--- src/rtl/rr_lock_arbiter.sv ---
// rr_lock_arbiter
//   N-way round-robin arbiter with packet locking. A granted requester keeps the
//   port while its request stays high. On release, the grant moves straight to the
//   next pending requester in round-robin order, with no idle cycle in between.
//   All outputs are registered, so there is no combinational req->gnt path.
//
//   Optional feature macro: ARB_HOLD_LIMIT_EN
//     When defined, a lock that has lasted HOLD_MAX cycles is force-released if
//     another requester is waiting. The counter saturates when nobody else is waiting.
//     When undefined, a lock is held for as long as the owner keeps requesting.
module rr_lock_arbiter #(
  parameter int unsigned NUM_REQ  = 5,
  parameter int unsigned ID_W     = 3,
  parameter int unsigned HOLD_MAX = 16
) (
  input  logic               clk,
  input  logic               rst,
  input  logic [NUM_REQ-1:0] req,
  output logic [NUM_REQ-1:0] gnt,
  output logic               gnt_valid,
  output logic [ID_W-1:0]    gnt_id
);

  // Reject bad parameter sets at elaboration time.
  if (NUM_REQ < 2) begin : g_bad_num_req
    $error("rr_lock_arbiter: NUM_REQ must be at least 2");
  end
  if (ID_W < $clog2(NUM_REQ)) begin : g_bad_id_w
    $error("rr_lock_arbiter: ID_W too narrow for NUM_REQ");
  end
  if (HOLD_MAX < 1) begin : g_bad_hold_max
    $error("rr_lock_arbiter: HOLD_MAX must be at least 1");
  end

  // Index of the highest requester. The pointer wraps on an explicit compare
  // against it, because NUM_REQ need not be a power of two.
  localparam logic [ID_W-1:0] LastIdx = ID_W'(NUM_REQ - 1);

  typedef enum logic [0:0] {
    StIdle,
    StLock
  } state_e;

  state_e             state_q, state_d;
  logic [NUM_REQ-1:0] gnt_q, gnt_d;
  logic               valid_q, valid_d;
  logic [ID_W-1:0]    id_q, id_d;
  logic [ID_W-1:0]    ptr_q, ptr_d;

  logic [NUM_REQ-1:0] own_req;
  logic [NUM_REQ-1:0] other_req;
  logic [ID_W-1:0]    ptr_after_owner;
  logic               hold_expired;
  logic               lock_release;

  // First set bit of r at or above start; if none there, the lowest set bit.
  // Callers guarantee r is non-zero.
  function automatic logic [ID_W-1:0] rr_pick(input logic [NUM_REQ-1:0] r,
                                              input logic [ID_W-1:0]    start);
    logic [ID_W-1:0] pick;
    logic            found;
    pick  = '0;
    found = 1'b0;
    for (int unsigned j = 0; j < NUM_REQ; j++) begin
      if (!found && r[j] && (ID_W'(j) >= start)) begin
        found = 1'b1;
        pick  = ID_W'(j);
      end
    end
    for (int unsigned j = 0; j < NUM_REQ; j++) begin
      if (!found && r[j]) begin
        found = 1'b1;
        pick  = ID_W'(j);
      end
    end
    return pick;
  endfunction

  // Binary index to one-hot grant vector.
  function automatic logic [NUM_REQ-1:0] to_onehot(input logic [ID_W-1:0] idx);
    logic [NUM_REQ-1:0] oh;
    oh = '0;
    for (int unsigned j = 0; j < NUM_REQ; j++) begin
      if (ID_W'(j) == idx) begin
        oh[j] = 1'b1;
      end
    end
    return oh;
  endfunction

  // Split the request vector into the current owner's bit and everybody else.
  // Masking the owner out of other_req is what stops a released requester from
  // being re-selected in the same cycle it lets go.
  assign own_req         = req & gnt_q;
  assign other_req       = req & ~gnt_q;
  assign ptr_after_owner = (id_q == LastIdx) ? '0 : id_q + ID_W'(1);

`ifdef ARB_HOLD_LIMIT_EN
  localparam int unsigned    HoldW    = (HOLD_MAX > 1) ? $clog2(HOLD_MAX) : 1;
  localparam logic [HoldW-1:0] HoldLast = HoldW'(HOLD_MAX - 1);

  logic [HoldW-1:0] hold_q, hold_d;

  assign hold_expired = (hold_q == HoldLast);

  // Hold counter: counts locked cycles, saturates, clears whenever the lock ends.
  always_comb begin
    hold_d = '0;
    if ((state_q == StLock) && !lock_release) begin
      hold_d = hold_expired ? hold_q : hold_q + HoldW'(1);
    end
  end

  // Hold counter register.
  always_ff @(posedge clk or posedge rst) begin
    if (rst) begin
      hold_q <= '0;
    end else begin
      hold_q <= hold_d;
    end
  end
`else
  assign hold_expired = 1'b0;
`endif

  // Lock ends when the owner drops its request, or when its hold budget is
  // spent and somebody else is waiting.
  assign lock_release = (state_q == StLock) &&
                        (!(|own_req) || (hold_expired && (|other_req)));

  // Next-state and next-grant logic.
  always_comb begin
    state_d = state_q;
    gnt_d   = gnt_q;
    valid_d = valid_q;
    id_d    = id_q;
    ptr_d   = ptr_q;
    unique case (state_q)
      StIdle: begin
        if (|req) begin
          id_d    = rr_pick(req, ptr_q);
          gnt_d   = to_onehot(id_d);
          valid_d = 1'b1;
          state_d = StLock;
        end
      end
      StLock: begin
        if (lock_release) begin
          ptr_d = ptr_after_owner;
          if (|other_req) begin
            // Direct hand-over: no idle cycle between owners.
            id_d  = rr_pick(other_req, ptr_after_owner);
            gnt_d = to_onehot(id_d);
          end else begin
            // gnt_id keeps its last value while idle.
            gnt_d   = '0;
            valid_d = 1'b0;
            state_d = StIdle;
          end
        end
      end
      default: begin
        gnt_d   = '0;
        valid_d = 1'b0;
        state_d = StIdle;
      end
    endcase
  end

  // State and output registers.
  always_ff @(posedge clk or posedge rst) begin
    if (rst) begin
      state_q <= StIdle;
      gnt_q   <= '0;
      valid_q <= 1'b0;
      id_q    <= '0;
      ptr_q   <= '0;
    end else begin
      state_q <= state_d;
      gnt_q   <= gnt_d;
      valid_q <= valid_d;
      id_q    <= id_d;
      ptr_q   <= ptr_d;
    end
  end

  assign gnt       = gnt_q;
  assign gnt_valid = valid_q;
  assign gnt_id    = id_q;

endmodule

--- config.mk ---
export PLATFORM = sky130hd
export DESIGN_NAME = rr_lock_arbiter
export DESIGN_NICKNAME = d
export VERILOG_FILES = /design/src/rtl/rr_lock_arbiter.sv
export SDC_FILE = /design/constraint.sdc
export NUM_CORES = 1
export LEC_CHECK = 0
export BUFFER_PORTS_ARGS = -buffer_cell sky130_fd_sc_hd__clkbuf_2
export CAP_MARGIN = 40
export CORE_ASPECT_RATIO = 1.4
export CORE_UTILIZATION = 51
export DETAILED_ROUTE_END_ITERATION = 10
export GPL_TIMING_DRIVEN = 0
export PLACE_DENSITY = 0.75
export SLEW_MARGIN = 40
export SYNTH_ARGS = -nofsm -noshare
export SYNTH_HDL_FRONTEND = slang
export SYNTH_SLANG_ARGS = --single-unit
--- constraint.sdc ---
create_clock -name clk -period 1.9 [get_ports clk]
set_input_delay 0.285 -clock clk [delete_from_list [all_inputs] [get_ports clk]]
set_output_delay 0.285 -clock clk [all_outputs]
set_load 0.01 [all_outputs]
# After elaboration in Yosys (flattened, before gate mapping)
# Cells that the tools add are included.
dict set report classes {
  addsub 1
  n_lt_le_gt_ge 10
  n_eq_ne 13
  muxes 113
  bitwise_logic 4
  reduce_logical 57
}
# operator count
set op_table {}
lappend op_table {{2-to-1 mux 1 bit} 81}
lappend op_table {{2-to-1 mux 3 bit} 25}
lappend op_table {{logical AND 1 bit} 29}
lappend op_table {{zero test 1 bit} 19}
lappend op_table {{2-to-1 mux 5 bit} 3}
lappend op_table {{OR reduction 5 bit} 3}
lappend op_table {{== test 2 x 3 -> 1 bit (first input constant)} 4}
lappend op_table {{greater-or-equal comparator 1 x 3 -> 1 bit (first input constant)} 4}
lappend op_table {{greater-or-equal comparator 2 x 3 -> 1 bit (first input constant)} 4}
lappend op_table {{AND 5 bit} 2}
lappend op_table {{case mux 5 bit (2 select lines)} 1}
lappend op_table {{== test 1 x 3 -> 1 bit (first input constant)} 2}
lappend op_table {{== test 3 bit (first input constant)} 2}
lappend op_table {{greater-or-equal comparator 3 bit (first input constant)} 2}
lappend op_table {{zero test 3 bit} 2}
lappend op_table {{case mux 3 bit (2 select lines)} 1}
lappend op_table {{AND reduction 3 bit} 2}
lappend op_table {{NOT 5 bit} 1}
lappend op_table {{!= test 2 x 1 -> 1 bit (second input constant)} 2}
lappend op_table {{!= test 2 bit (second input constant)} 2}
lappend op_table {{case mux 1 bit (2 select lines)} 2}
lappend op_table {{AND reduction 2 bit} 2}
lappend op_table {{adder 3 x 1 -> 3 bit (second input constant)} 1}
lappend op_table {{== test 3 bit (second input constant)} 1}
lappend op_table {{NOT 1 bit} 1}
dict set report word_totals {
  regBits 13
  inputBits 7
  output_inout_bits 9
  wordCells 203
}

# Depth between registers and ports, before layout
# Gate-level depths: netlist (run 1).
dict set report logic_depth {
  word_depth 71
  depth_mapped 8
  depth_no_buf 8
}

# Least setup slack after synthesis (run 1)
# Ideal clock, no wire load.
dict set report synth_timing {
  kind {register to register}
  start {reg id_q[0], in the netlist gnt_id[0]}
  end {reg gnt_q[0], in the netlist gnt[0]}
  setup_ps 86
  t_arrival_ps 2102
  required_time_ps 1814
  setup_slack_ps -288
  stages_incl_launch_ff 9
  n_path_buf 0
  synth_period_minus_slack_ps 2188
  path_cell_list {dfrtp_1 > inv_1 > ha_1 > or3b_1 > o22ai_2 > o31ai_2 > a311oi_4 > nand2b_4 > o221ai_2}
}
dict set report synth_via {
  elab_chain_len 71
  elab_cells_between_ends 84
  cone_classes {add/sub: 1; order compare: 5; eq/ne: 1; mux: 53; reduce/logical: 24}
}
# element line_no
set synth_rtl {}
lappend synth_rtl {{start, declared} 47} ;# logic [ID_W-1:0] id_q, id_d;
lappend synth_rtl {{start signal, assigned} 182} ;# id_q <= id_d;
lappend synth_rtl {{adder 3 x 1 -> 3 bit or == test 3 bit (tied branches)} 96} ;# assign ptr_after_owner = (id_q == LastIdx) ? '0 : id_q + ID_W'(1);
lappend synth_rtl {{2-to-1 mux 3 bit (*)} 96}
lappend synth_rtl {{named net ptr_after_owner[1]} 52} ;# logic [ID_W-1:0] ptr_after_owner;
lappend synth_rtl {{greater-or-equal comparator 1 x 3 -> 1 bit} 65} ;# if (!found && r[j] && (ID_W'(j) >= start)) begin
lappend synth_rtl {{logical AND 1 bit} 65}
lappend synth_rtl {{2-to-1 mux 1 bit} 65}
lappend synth_rtl {{2-to-1 mux 1 bit} 150} ;# if (|other_req) begin
lappend synth_rtl {{2-to-1 mux 1 bit} 148} ;# if (lock_release) begin
lappend synth_rtl {{(+56 left out)} n/a}
lappend synth_rtl {{2-to-1 mux 3 bit (*)} 150}
lappend synth_rtl {{2-to-1 mux 3 bit (*)} 148}
lappend synth_rtl {{2-to-1 mux 3 bit (*)} 138} ;# unique case (state_q)
lappend synth_rtl {{zero test 3 bit (*)} 84} ;# if (ID_W'(j) == idx) begin
lappend synth_rtl {{2-to-1 mux 1 bit (*)} 84}
lappend synth_rtl {{2-to-1 mux 5 bit (*)} 150}
lappend synth_rtl {{2-to-1 mux 5 bit (*)} 148}
lappend synth_rtl {{case mux 5 bit (2 select lines) (*)} 138}
lappend synth_rtl {{end signal, assigned} 180} ;# gnt_q <= gnt_d;
lappend synth_rtl {{end, declared} 45} ;# logic [NUM_REQ-1:0] gnt_q, gnt_d;
# Mark *: on every way through the listed nets, which the timed path passes. The rest lies on a longest branch. The select of a mux whose other input is x is not followed.
# A chain may end at the register's enable or synchronous reset.

# Final worst setup path (run 1)
dict set report layout_timing {
  start {reg id_q[1], in the netlist gnt_id[1]}
  end {reg gnt_q[0], in the netlist gnt[0]}
}
# Same word-level chain as after synthesis.

==> results of run 1 <==
==> worst register-to-register path, cell delays in order, from the launching register on <==
cell      delay (ps)
dfrtp_1          430
inv_2            110
ha_4             230
or3b_4           390
o22ai_4          170
o31ai_4          100
a311oi_4         370
nand2b_4          90
o221ai_2         160
==> state kept, by name, indices dropped and copies added, names as in the netlist <==
signal,cells
gnt,5
gnt_id,3
gnt_valid,1
ptr_q,3
state_q,1
==> per-stage QoR <==
stage / cell area (um^2) / hold WS [ps] / util
final: 1520 / -17.2 / 0.689
after global routing: 1520 / 47.2 / 0.689
after CTS: 1470 / 4.19 / 0.668
after detailed placement: 1330 / 319 / 0.606
after global placement: 1330 / 299 / 0.606
after floorplan: 1240 / 162 / -
==> cell families after synthesis <==
logic type	Yosys count	share of synthesized area
mux	5	0.0477
compound gates	55	0.353
fa+ha+maj	3	0.0311
simple gates	52	0.244
buf+inv	15	0.0549
flops	13	0.269
==> final timing paths <==
kind	start	end	slack [ps]	depth (start not counted)
max	gnt_id[1]$_DFFE_PP0P_	gnt[0]$_DFFE_PP0P_	-220	8
min reg2reg	gnt_valid$_DFFE_PP0P_	gnt_valid$_DFFE_PP0P_	540	2
min	rst	ptr_q[1]$_DFFE_PP0P_	-20	2
max reg2reg	gnt_id[1]$_DFFE_PP0P_	gnt[0]$_DFFE_PP0P_	-220	8
max in group asynchronous	rst	gnt_id[0]$_DFFE_PP0P_	1560	2
min in group clk	req[0]	state_q$_DFF_PP0_	290	3
==> cells in the final DEF, fill, tap and decap left out, types with 3 or more instances in the layout <==
cell,count
nor3_1,4
inv_1,8
nand2_1,12
a21boi_0,3
o21ai_0,7
buf_4,8
nor2_1,11
a21oi_1,4
a22oi_1,3
clkbuf_4,3
o21ai_2,3
nand2b_1,6
clkbuf_2,13
dfrtp_1,12
==> routing by layer <==
layer	global-route usage	share of wire	wire length, um	up-vias
met5	0	0	0	-
met4	0.134	0.025	89	0
met3	0.0427	0.040	143	10
met2	0.567	0.56	2020	47
met1	0.318	0.37	1330	610
li1	-	-	-	601
==> what timing repair did <==
item | 4_1_cts | 5_1_grt
setup buffers | 6 | 2
gates resized for setup | 13 | 6
setup endpoints to repair | 8 | 8
pin swaps | 5 | 4
hold endpoints to repair | 0 | 0
==> cell type report <==
cell class	count	area share
Clock inverter	1	0.00330
Multi-Input combinational cell	115	0.622
Clock buffer	3	0.0148
Timing Repair Buffer	21	0.0824
Buffer	5	0.0190
Inverter	10	0.0247
Sequential cell	13	0.215
Tap cell	22	0.0181
==> power groups by stage <==
stage | logic, uW | registers, uW | clock network [uW]
2_1_floorplan | 1290 | 548 | 0
3_3_place_gp | 1660 | 544 | 0
3_5_place_dp | 1710 | 548 | 0
4_1_cts | 1990 | 542 | 179
5_1_grt | 2300 | 570 | 190
6_report | 2160 | 556 | 178
==> summary.txt, run 1 <==
GRT
  – Largest net degree at the start of global routing: 14
  – Vias in the first global route: 1262
  – Antenna violations before repair: 0
  – GRT Residual Overflow: 0
  – Total global-route track usage: 0.299
  – First-pass GRT wire length: 5640 um

Finish
  – Fin cells: 190
  – Area of the multi-input gates: 945 um^2
  – Layout area overhead: 25.7%
  – Filler cells: 202
  – FF+latch area: between 300 and 400 um^2
  – Nets: about 180
  – # diodes: 0
  – Layout cells sized above 1: 0.357

Floorplan
  – Die X: approximately 43 um
  – Die Y: around 60 um
  – Io pins: 16
  – Core area: 2200 um^2
  – # rows: 20
  – Initial Util: 0.548
  – Die area: around 2600 um^2

Logic synthesis
  – Area of the mapped netlist: 1210 um^2
  – Seq/Total Area, Yosys: 0.269
  – Most numerous cell in the Yosys netlist: dfrtp_1
  – Synth async-reset ratio: 1.00
  – Ys flop type: dfrtp_1
  – Synth area leader: dfrtp_1
  – Register bit total from synthesis: 13
  – Avg Inst Size Synth: 8.44 um^2
  – Post-synth EDFFs: 0
  – Synth cell types: 55
  – Synthesized instance count: 143
  – Top post-synthesis cells by area: dfrtp_1, nand2_1, nand2b_1, nor2_1, ha_1
  – Post-Syn Nets: 153
  – Yosys warns: 0
  – Top-area cell type share of the netlist area: 0.269
  – Commonest cells in the netlist: dfrtp_1, nand2_1, nor2_1

Timing
  – Pins Over Slew Limit: 0
  – Worst hold slack: -17.2 ps
  – Min cycle time layout: approximately 2100 ps
  – Fin. Hold Viols: 13
  – Final Setup Violations: 8
  – Skew final: 6.74 ps
  – Setup slack after layout: -215 ps
  – Max-slew headroom: 0.668
  – Final Cycle Share: 1.11
  – Fmax: 0.473 GHz
  – Least-Margin Pin Slew: ~500 ps
  – Post-Route Setup TNS: -1270 ps
  – RSZ-0062 raised after global routing: true

Placement
  – PortBufs: 13
  – Placed Instances: 178
  – RePlAce Congestion: ~0.95
  – Post-place setup slack: -314 ps
  – HPWL after DPL: between 2000 and 3000 um

Clocking
  – Clk root buf: clkbuf_4
  – Clk buf depth: 2
  – CTS Sinks: 13
  – CTS clk-pin slew, worst paths: 90 ps
  – Hold buffers post-CTS: 0
  – CTS buffer count: 3
  – Worst-Skew Late Latency: 290 ps
  – H-tree Lvls: 1
  – CTS tree: built

Drt
  – DRC violations left: 0
  – Total wire length: 3580 um
  – WL per Instance: approximately 19 um
  – Via Count: 1268
  – Vias/cell: between 6 and 7
  – Iter 0 DRT Violations: 47
  – DRT antenna net count: 0
  – DRT Pass-1 Iters: 4

Power and ir drop
  – Logic gate share of total power: 0.746
  – Leakage power: 0.000625 uW
  – Register share of total power: 0.192
  – Overall power: 2900 uW
  – Sw power: 1410 uW
  – Clock power frac: 0.062
  – VDD IR-drop max: between 1500 and 2000 uV
  – Internal power: 1480 uW
  – Net Sw Frac: 0.487
  – PwrDens: 1910 nW/um^2

Outcome
  – Failing checks: hold timing, setup timing
  – Status: finished, violations left

Worst setup path
  – Max incr delay on CP: 430 ps
  – Worst EP required: 2100 ps
  – CP Max Fanout: 6
  – Top delay family on crit path: compound AO/OA/AOI/OAI gates
  – Crit start category: flip-flop
  – CP Buf/Inv Count: 1
  – Critical setup path kind: flip-flop to flip-flop
  – WP data arrival: approximately 2300 ps
  – Worst path cell trace: inv_2 -> ha_4 -> or3b_4 -> o22ai_4 -> o31ai_4 -> a311oi_4 -> nand2b_4 -> o221ai_2
  – CP endpoint kind: flip-flop
  – Slowest CP cell: dfrtp_1

Min path
  – Worst hold path type: primary input to async pin

Job
  – Max cap viols: 0
Power figures use the tool's default switching activity.
==> run 2: changes to the inputs <==
--- a/config.mk
+++ b/config.mk
@@ -8,10 +8,11 @@
 export BUFFER_PORTS_ARGS = -buffer_cell sky130_fd_sc_hd__clkbuf_2
 export CAP_MARGIN = 40
 export CORE_ASPECT_RATIO = 1.4
-export CORE_UTILIZATION = 51
+export CORE_UTILIZATION = 54
+export CTS_BUF_LIST = sky130_fd_sc_hd__clkbuf_2
 export DETAILED_ROUTE_END_ITERATION = 10
 export GPL_TIMING_DRIVEN = 0
-export PLACE_DENSITY = 0.75
+export PLACE_DENSITY = 0.78
 export SLEW_MARGIN = 40
 export SYNTH_ARGS = -nofsm -noshare
 export SYNTH_HDL_FRONTEND = slang
==> summary.txt, run 2 (synthesis results as in run 1) <==
Outcome
  – Status: finished, violations left (unchanged)
  – Failing checks: setup timing (was hold timing, setup timing)

Drt
  – Total wire length: 3270 um (was 3580 um)
  – Iter 0 DRT Violations: 27 (was 47)
  – WL per Instance: 17.3 um (was 18.9 um)
  – DRT Pass-1 Iters: 4 (unchanged)
  – DRT antenna net count: 0 (unchanged)
  – Vias/cell: 6.31 (was 6.67)
  – DRC violations left: 0 (unchanged)
  – Via Count: 1193 (was 1268)

Placement
  – HPWL after DPL: 2540 um (was 2640 um)
  – Cell Area, Placed: 1330 um^2 (about the same)
  – Post-place setup slack: -324 ps (was -314 ps)
  – PortBufs: 13 (unchanged)
  – RePlAce Congestion: 0.957 (was 0.947)

Timing
  – Max-slew headroom: 0.662 (was 0.668)
  – Min cycle time layout: 2100 ps (was 2120 ps)
  – Final Setup Violations: 8 (unchanged)
  – Fin. Hold Viols: 0 (was 13)
  – Skew final: 9.74 ps (was 6.74 ps)
  – Post-Route Setup TNS: -1170 ps (was -1270 ps)
  – Fmax: 0.476 GHz (was 0.473 GHz)
  – Setup slack after layout: -201 ps (was -215 ps)
  – Least-Margin Pin Slew: 507 ps (was 497 ps)
  – Final Cycle Share: 1.11 (about the same)
  – Pins Over Slew Limit: 0 (unchanged)
  – RSZ-0062 raised after global routing: true (unchanged)

Worst setup path
  – CP Buf/Inv Count: 1 (unchanged)
  – R2R Setup Slk: -200 ps (was -220 ps)
  – Critical path endpoint: gnt[0]$_DFFE_PP0P_ (unchanged)
  – Slowest CP cell: dfrtp_2 (was dfrtp_1)
  – Critical Path Stages: 8 (unchanged)
  – RR Endpoint: gnt[0]$_DFFE_PP0P_ (unchanged)
  – Reg2Reg Launch Point: gnt_id[0]$_DFFE_PP0P_ (was gnt_id[1]$_DFFE_PP0P_)
  – Max incr delay on CP: 460 ps (was 430 ps)
  – CP startpoint: gnt_id[0]$_DFFE_PP0P_ (was gnt_id[1]$_DFFE_PP0P_)
  – Crit start category: flip-flop (unchanged)
  – Worst EP required: 2100 ps (about the same)
  – Critical setup path kind: flip-flop to flip-flop (unchanged)
  – WP data arrival: 2300 ps (was 2320 ps)
  – CP Max Fanout: 6 (unchanged)
  – Top delay family on crit path: compound AO/OA/AOI/OAI gates (unchanged)
  – Worst path cell trace: inv_2 -> ha_4 -> or3b_4 -> o22ai_4 -> o31ai_4 -> a311oi_4 -> nand2b_4 -> o221ai_2 (unchanged)
  – CP endpoint kind: flip-flop (unchanged)
  – Reg2reg path depth: 8 (unchanged)

Finish
  – Nets: 179 (unchanged)
  – Leading cell type in the layout, fill and taps excluded: clkbuf_2 (unchanged)
  – Layout area overhead: 23.9% (was 25.7%)
  – # diodes: 0 (unchanged)
  – Most frequent cells in the layout: clkbuf_2, nand2_1, dfrtp_1 (unchanged)
  – Max reg flops: 5 (unchanged)
  – Layout cells sized above 1: 0.333 (was 0.357)
  – Fin area: 1500 um^2 (was 1520 um^2)

Floorplan
  – Die X: 42.0 um (was 43.1 um)
  – Die Y: 58.0 um (was 59.6 um)
  – # rows: 19 (was 20)
  – Die area: 2430 um^2 (was 2570 um^2)
  – Core area: 2040 um^2 (was 2200 um^2)
  – Io pins: 16 (unchanged)
  – Initial Util: 0.591 (was 0.548)

GRT
  – First-pass GRT wire length: 5660 um (was 5640 um)
  – Vias in the first global route: 1259 (was 1262)
  – Antenna violations before repair: 0 (unchanged)
  – Largest net degree at the start of global routing: 14 (unchanged)
  – GRT Residual Overflow: 0 (unchanged)
  – Total global-route track usage: 0.305 (was 0.299)

Power and ir drop
  – Internal power: 1400 uW (was 1480 uW)
  – Clock power frac: 0.052 (was 0.062)
  – Leakage power: 0.000622 uW (was 0.000625 uW)
  – Sw power: 1360 uW (was 1410 uW)
  – Register share of total power: 0.197 (was 0.192)
  – Logic gate share of total power: 0.751 (was 0.746)
  – PwrDens: 1840 nW/um^2 (was 1910 nW/um^2)
  – Net Sw Frac: 0.494 (was 0.487)
  – VDD IR-drop max: 1560 uV (was 1600 uV)
  – Overall power: 2760 uW (was 2900 uW)

Clocking
  – Clk root buf: clkbuf_2 (was clkbuf_4)
  – CTS Sinks: 13 (unchanged)
  – CTS tree: built (unchanged)
  – H-tree Lvls: 1 (unchanged)
  – CTS clk-pin slew, worst paths: 140 ps (was 90 ps)
  – Worst-Skew Late Latency: 270 ps (was 290 ps)
  – CTS buffer count: 3 (unchanged)
  – Clk buf depth: 2 (unchanged)

Job
  – Max cap viols: 0 (unchanged)

Min path
  – Worst hold path type: primary input to flip-flop (was primary input to async pin)
## run 2: how the worst min path moves through the flow
stage	slack, ps	cells past startpoint	from	to
global placement	300	2	rst	ptr_q[1]$_DFFE_PP0P_
detailed placement	320	2	rst	ptr_q[0]$_DFFE_PP0P_
CTS	280	3	req[0]	state_q$_DFF_PP0_
floorplan	160	1	rst	gnt[0]$_DFFE_PP0P_
finish	300	3	req[0]	state_q$_DFF_PP0_
global route	310	3	req[0]	state_q$_DFF_PP0_
## run 2: final cells by class
class | instances | area [um^2]
clock buffer | 3 | 15.0
tap | 21 | 26.3
buffer | 5 | 28.8
inverter | 10 | 37.5
fill | 168 | 548
sequential | 13 | 327
clock inverter | 1 | 5.00
multi-input combinational | 115 | 930
timing repair buffer | 21 | 128
## run 2: stage by stage
| step | cells | util | hold slack (ps) |
|---|---|---|---|
| floorplan | 143 | - | 162 |
| global placement | 177 | 0.652 | 298 |
| detailed placement | 177 | 0.652 | 316 |
| CTS | 188 | 0.723 | 278 |
| global route | 189 | 0.732 | 309 |
| finish | 189 | 0.732 | 302 |
## run 2: power groups by stage
stage | sequential, uW | clock [uW] | combinational (uW)
floorplan | 548 | 0 | 1290
global placement | 542 | 0 | 1640
detailed placement | 544 | 0 | 1710
CTS | 534 | 147 | 2010
global route | 560 | 155 | 2240
finish | 544 | 143 | 2070
## run 2: tightest hold or removal path: stages
cell     delay, ps
buf_6          110
nor2_1          60
nand2_1         90
## run 2: metal layers
layer  GRT usage  vias to the layer above  part of all wire
met1       0.337                      563              0.41
met5           0                        -                 0
met2       0.545                       27              0.51
li1            -                      592                 -
met4       0.180                        0             0.044
met3      0.0498                       11             0.029
## run 2: what timing repair did
action / CTS / global route
gates resized for setup: 13 / 2
hold buffers: 1 / 0
buffers inserted: 6 / 1
endpoints found under the setup margin: 8 / 8
pin swaps: 10 / 2
endpoints found under the hold margin: 8 / 0
